`src/rtl/inv_addkey_mixcol_pkg.sv`:
```
// Shared AES types, FSM encoding, column access helpers and GF(2^8) arithmetic
// for the decryption round back-end.
package aes_pkg;

  typedef logic [127:0] aes_state_t;
  typedef logic [31:0]  aes_word_t;
  typedef logic [1:0]   col_idx_t;

  typedef enum logic [1:0] {
    IDLE = 2'd0,
    MIX  = 2'd1,
    DONE = 2'd2
  } inv_mix_fsm_e;

  // Column 0 occupies the most significant word of the state.
  function automatic aes_word_t get_col(input aes_state_t s, input col_idx_t idx);
    aes_word_t w;
    w = s[127:96];
    case (idx)
      2'd1:    w = s[95:64];
      2'd2:    w = s[63:32];
      2'd3:    w = s[31:0];
      default: w = s[127:96];
    endcase
    return w;
  endfunction

  function automatic aes_state_t put_col(input aes_state_t s, input col_idx_t idx,
                                         input aes_word_t w);
    aes_state_t r;
    r = s;
    case (idx)
      2'd1:    r[95:64]  = w;
      2'd2:    r[63:32]  = w;
      2'd3:    r[31:0]   = w;
      default: r[127:96] = w;
    endcase
    return r;
  endfunction

  function automatic logic [7:0] xtime(input logic [7:0] a);
    return {a[6:0], 1'b0} ^ (a[7] ? 8'h1b : 8'h00);
  endfunction

  // Multiply by a 4-bit constant; enough for the InvMixColumns coefficients.
  function automatic logic [7:0] gmul(input logic [7:0] a, input logic [3:0] b);
    logic [7:0] p;
    logic [7:0] t;
    p = 8'h00;
    t = a;
    for (int i = 0; i < 4; i++) begin
      if (b[i]) p = p ^ t;
      t = xtime(t);
    end
    return p;
  endfunction

endpackage

```
`src/rtl/inv_addkey_mixcol_if.sv`:
```
// Input/output handshake bundle of the AddRoundKey + InvMixColumns stage.
interface inv_addkey_mixcol_if;
  import aes_pkg::*;

  logic       in_valid_i;
  logic       in_ready_o;
  aes_state_t state_i;
  aes_state_t key_i;
  logic       skip_mix_i;
  logic       out_valid_o;
  logic       out_ready_i;
  aes_state_t state_o;

  modport master (
    output in_valid_i, state_i, key_i, skip_mix_i, out_ready_i,
    input  in_ready_o, out_valid_o, state_o
  );

  modport slave (
    input  in_valid_i, state_i, key_i, skip_mix_i, out_ready_i,
    output in_ready_o, out_valid_o, state_o
  );
endinterface

```
`src/rtl/inv_addkey_mixcol_inv_mixw.sv`:
```
// InvMixColumns on a single 32-bit column; byte b0 is the most significant byte.
module inv_mixw
  import aes_pkg::*;
(
  input  aes_word_t din,
  output aes_word_t dout
);
  logic [7:0] a [4];

  genvar gi;
  generate
    for (gi = 0; gi < 4; gi++) begin : g_byte
      assign a[gi] = din[31-8*gi -: 8];
      // Each output row is the circulant {0e,0b,0d,09} rotated by its index.
      assign dout[31-8*gi -: 8] = gmul(a[gi], 4'he)
                                ^ gmul(a[(gi+1)%4], 4'hb)
                                ^ gmul(a[(gi+2)%4], 4'hd)
                                ^ gmul(a[(gi+3)%4], 4'h9);
    end
  endgenerate
endmodule

```
`src/rtl/inv_addkey_mixcol.sv`:
```
// AES decryption round back-end: AddRoundKey, then InvMixColumns one column per
// cycle through a single shared inv_mixw, with valid/ready on both sides.
module inv_addkey_mixcol
  import aes_pkg::*;
(
  input  logic                 clk_i,
  input  logic                 reset_i,
  inv_addkey_mixcol_if.slave   bus
);
  inv_mix_fsm_e fsm_reg, fsm_next;
  col_idx_t     col_reg, col_next;
  aes_state_t   state_reg, state_next;
  aes_word_t    mix_in, mix_out;
  logic         accept;

  assign bus.in_ready_o  = (fsm_reg == IDLE) | ((fsm_reg == DONE) & bus.out_ready_i);
  assign bus.out_valid_o = (fsm_reg == DONE);
  assign bus.state_o     = state_reg;
  assign accept          = bus.in_valid_i & bus.in_ready_o;

  assign mix_in = get_col(state_reg, col_reg);

  inv_mixw u_mixw (
    .din  (mix_in),
    .dout (mix_out)
  );

  always_comb begin
    fsm_next   = fsm_reg;
    col_next   = col_reg;
    state_next = state_reg;
    case (fsm_reg)
      MIX: begin
        state_next = put_col(state_reg, col_reg, mix_out);
        col_next   = col_reg + 2'd1;
        if (col_reg == 2'd3) fsm_next = DONE;
      end
      DONE: begin
        if (bus.out_ready_i) fsm_next = IDLE;
      end
      IDLE: ;
      default: fsm_next = IDLE;
    endcase
    // Acceptance can only happen in IDLE or in DONE while the output drains.
    if (accept) begin
      state_next = bus.state_i ^ bus.key_i;
      col_next   = 2'd0;
      fsm_next   = bus.skip_mix_i ? DONE : MIX;
    end
  end

  always_ff @(posedge clk_i or posedge reset_i) begin
    if (reset_i) begin
      fsm_reg   <= IDLE;
      col_reg   <= 2'd0;
      state_reg <= '0;
    end else begin
      fsm_reg   <= fsm_next;
      col_reg   <= col_next;
      state_reg <= state_next;
    end
  end
endmodule

```
`src/flat_wrapper.sv`:
```
// flat-port wrapper written by rule: the top's interface ports become plain ports
module inv_addkey_mixcol_flat import aes_pkg::*;
  (clk_i, reset_i, bus_in_valid_i, bus_state_i, bus_key_i, bus_skip_mix_i, bus_out_ready_i, bus_in_ready_o, bus_out_valid_o, bus_state_o);
  inv_addkey_mixcol_if bus_i ();
  input  logic clk_i;
  input  logic reset_i;
  input wire logic [$bits(bus_i.in_valid_i)-1:0] bus_in_valid_i;
  input wire logic [$bits(bus_i.state_i)-1:0] bus_state_i;
  input wire logic [$bits(bus_i.key_i)-1:0] bus_key_i;
  input wire logic [$bits(bus_i.skip_mix_i)-1:0] bus_skip_mix_i;
  input wire logic [$bits(bus_i.out_ready_i)-1:0] bus_out_ready_i;
  output wire logic [$bits(bus_i.in_ready_o)-1:0] bus_in_ready_o;
  output wire logic [$bits(bus_i.out_valid_o)-1:0] bus_out_valid_o;
  output wire logic [$bits(bus_i.state_o)-1:0] bus_state_o;
  assign bus_i.in_valid_i = bus_in_valid_i;
  assign bus_i.state_i = bus_state_i;
  assign bus_i.key_i = bus_key_i;
  assign bus_i.skip_mix_i = bus_skip_mix_i;
  assign bus_i.out_ready_i = bus_out_ready_i;
  assign bus_in_ready_o = bus_i.in_ready_o;
  assign bus_out_valid_o = bus_i.out_valid_o;
  assign bus_state_o = bus_i.state_o;
  inv_addkey_mixcol u_core (.clk_i(clk_i), .reset_i(reset_i), .bus(bus_i));
endmodule
```
`config.mk`:
```
export PLATFORM = sky130hd
export DESIGN_NAME = inv_addkey_mixcol_flat
export DESIGN_NICKNAME = d
export VERILOG_FILES = /design/src/rtl/inv_addkey_mixcol_pkg.sv /design/src/rtl/inv_addkey_mixcol_if.sv /design/src/rtl/inv_addkey_mixcol_inv_mixw.sv /design/src/rtl/inv_addkey_mixcol.sv /design/src/flat_wrapper.sv
export SDC_FILE = /design/constraint.sdc
export NUM_CORES = 1
export LEC_CHECK = 0
export BUFFER_PORTS_ARGS = -buffer_cell sky130_fd_sc_hd__buf_2
export CELL_PAD_IN_SITES_DETAIL_PLACEMENT = 1
export CELL_PAD_IN_SITES_GLOBAL_PLACEMENT = 1
export CORE_MARGIN = 2
export CORE_UTILIZATION = 39
export CTS_BUF_LIST = sky130_fd_sc_hd__clkbuf_16
export DETAILED_ROUTE_END_ITERATION = 6
export PLACE_DENSITY_LB_ADDON = 0.1
export SYNTH_ARGS = -nofsm -noshare
export SYNTH_HDL_FRONTEND = slang
export SYNTH_HIERARCHICAL = 1
export SYNTH_SLANG_ARGS = --single-unit
```
`constraint.sdc`:
```
create_clock -name clk_i -period 4.4 [get_ports clk_i]
set_input_delay 0.22 -clock clk_i [delete_from_list [all_inputs] [get_ports clk_i]]
set_output_delay 0.22 -clock clk_i [all_outputs]
set_load 0.01 [all_outputs]
```
==> impl_metrics.tcl <==
set metrics [dict create \
    routed_wl_mm 35.0 \
    reg2reg_depth 9 \
    grt_pass1_vias 9031 \
    first_iter_violations 540 \
    syn_area_sq_um 10500 \
    cts_buffers 17 \
    whs_ns 0.0510 \
    via_count 8261 \
    die_w_um 168 \
    n_antenna_cell 0 \
    grt_max_degree 132 \
    avgSynthCellArea_sq_um 11.9 \
    ys_types 34 \
    synth_warnings 6 \
    largest_reg_flops 128 \
    initial_utilization_pct 40.0 \
    grt.total_usage_pct 25.0 \
    drv_slew 0 \
    synth_nets 1146 \
    cp_cell_sequence "ha_2 -> a222oi_1 -> mux2i_1 -> xnor2_1 -> xnor3_1 -> xor3_1 -> xnor2_1 -> mux2i_1 -> mux2i_1" \
    worst_slew_pin_slew_ns 1.05 \
    cts_root_buf "clkbuf_16" \
    postCtsSetupBuffers 0 \
    wl_per_cell_um 21.7 \
    crit_start "u_core/col_reg[0]" \
    synth_cells 881 \
    tns_ns 0 \
    setup_viol 0 \
    via_per_inst 5.13 \
    r2r_start "u_core/col_reg[0]" \
    drtAntennaViolNets 0 \
    port_buffers 390 \
    clock_latency_ns 0.43 \
    synth-seq-cells 132 \
    reg2reg_slack_ns 0.31 \
    critPathMaxFanout 30 \
    clk_pin_slew_ns 0.07 \
    max_cap_viol_count 0 \
    max_slew_margin_pct 30.2 \
    clockBufferDepth 2 \
    core_sq_um 26200 \
    cp.arrival_ns 4.45 \
    status "complete, no violations" \
    fp.dieArea_sq_um 28200 \
    rows 59 \
    grt_pass1_wl_mm 53.7 \
    drc 0 \
    cp_common_cell "mux2i_1" \
    drt_pre_antenna_iters 7 \
    htree_levels 4 \
    endpoint_kind "register" \
    period_needed_ns 4.09 \
    ios 391 \
    place.gp.congestion 0.903 \
    max_stage_delay_ns 0.74 \
    hold_viol 0 \
    dp.cells 1578 \
    dp_hpwl_mm 26.8 \
    final_cell_mix "buf_2, mux2i_1, xnor2_1" \
    fin_crit_sh_pct 93.0 \
    crit_type "register to register" \
    antenna_found_initial 0 \
    clock-sinks 132 \
    die_h_um 168 \
    synth-seq-area-share_pct 31.5 \
    cts_tree "done" \
    hold_start "bus_skip_mix_i" \
    fmax_mhz 244 \
    drive_gt1_share_pct 37.3 \
    hold_class "primary input to register" \
    whs_path_depth 3 \
    grt_overflow 0 \
    area_delta_synth_final_pct 27.0 \
    rsz0062_at_grt "false" \
    crit_path_start_kind "register" \
    final_common_cell "buf_2" \
    slowest_stage "ha_2" \
    finClkSkew_ns 0.0211 \
    layout.cells.non_filler 1611 \
    num-nets-final 1528 \
    crit_required_ns 4.76 \
]
## layout make-up
class / count / area, sq um
Timing Repair Buffer: 426 / 2270
Clock buffer: 17 / 425
Fill cell: 2934 / 12900
Multi-Input combinational cell: 650 / 6630
Tap cell: 335 / 419
Clock inverter: 15 / 110
Inverter: 36 / 140
Sequential cell: 132 / 3300
## per-layer routing
metal	track usage [%]	vias to the layer above	wire length, um
li1	-	3817	-
met1	31.6	4119	14700
met2	44.8	294	17800
met3	4.21	31	1870
met4	5.86	0	520
met5	0	-	0
## worst max-delay path: cells and delay by family (launching register included)
kind / cells / cell delay (ns)
mux: 3 / 0.87
compound gates: 1 / 0.26
xor+xnor: 4 / 1.71
flops: 1 / 0.40
fa+ha+maj: 1 / 0.74
## cells by family (layout without fill, tap and decap cells)
| group | after synthesis | in the layout | synth area share [%] |
|---|---|---|---|
| XOR/XNOR | 308 | 308 | 30.8 |
| AO/OA/AOI/OAI | 37 | 37 | 3.43 |
| adder cells (fa/ha/maj) | 4 | 4 | 0.478 |
| flip-flops | 132 | 132 | 31.5 |
| buffers and inverters | 99 | 494 | 5.37 |
| AND/OR/NAND/NOR | 13 | 13 | 0.884 |
| multiplexers | 288 | 288 | 27.5 |
## final timing paths
path	to
worst max register to register	u_core/bus.state_o[58]
worst min-delay path	u_core/fsm_reg[0]
worst min register to register	u_core/bus.state_o[3]
max in group asynchronous	u_core/bus.state_o[127]
worst max-delay path	u_core/bus.state_o[58]
min in group asynchronous	u_core/bus.state_o[8]
## through the flow
step,utilization (%),cell area (sq um),worst slack (ns)
final,50.8,13300,0.308
after global routing,50.8,13300,0.111
after CTS,50.8,13300,0.351
after detailed placement,48.7,12800,0.385
after global placement,48.7,12800,0.489
after floorplan,-,10500,0.654
## synth_stat cells
master	n	area (sq um)
nor2b_1	2	12.5
xnor2_4	1	27.5
buf_2	14	70.1
mux2i_1	288	2880
nand3b_1	2	15.0
nand2_1	3	11.3
a21oi_1	1	5.00
xnor2_2	7	114
nor2b_4	1	13.8
ha_1	4	50.1
a222oi_1	32	320
o2bb2ai_1	1	8.76
nand2b_1	1	6.26
o21ai_0	1	5.00
o31ai_2	1	12.5
clkbuf_1	14	52.6
xnor2_1	243	2130
clkbuf_2	1	5.00
xnor3_2	2	47.6
nor2_1	1	3.75
buf_8	1	15.0
xnor3_1	23	518
dfrtp_1	132	3300
and3b_1	2	17.5
o21bai_1	1	7.51
xor2_4	1	27.5
buf_6	11	124
clkbuf_4	1	7.51
xor3_1	6	143
nor3b_2	1	12.5
buf_4	20	150
inv_1	36	135
xor2_1	25	219
buf_1	1	3.75
## repair_timing
item | CTS | global route
hold buffers | 1 | 0
hold endpoints to repair | 46 | 0
resized for setup | 0 | 0
Power is not shown: default switching activity piles up to over one toggle a cycle in this logic, so the estimate is an artifact.
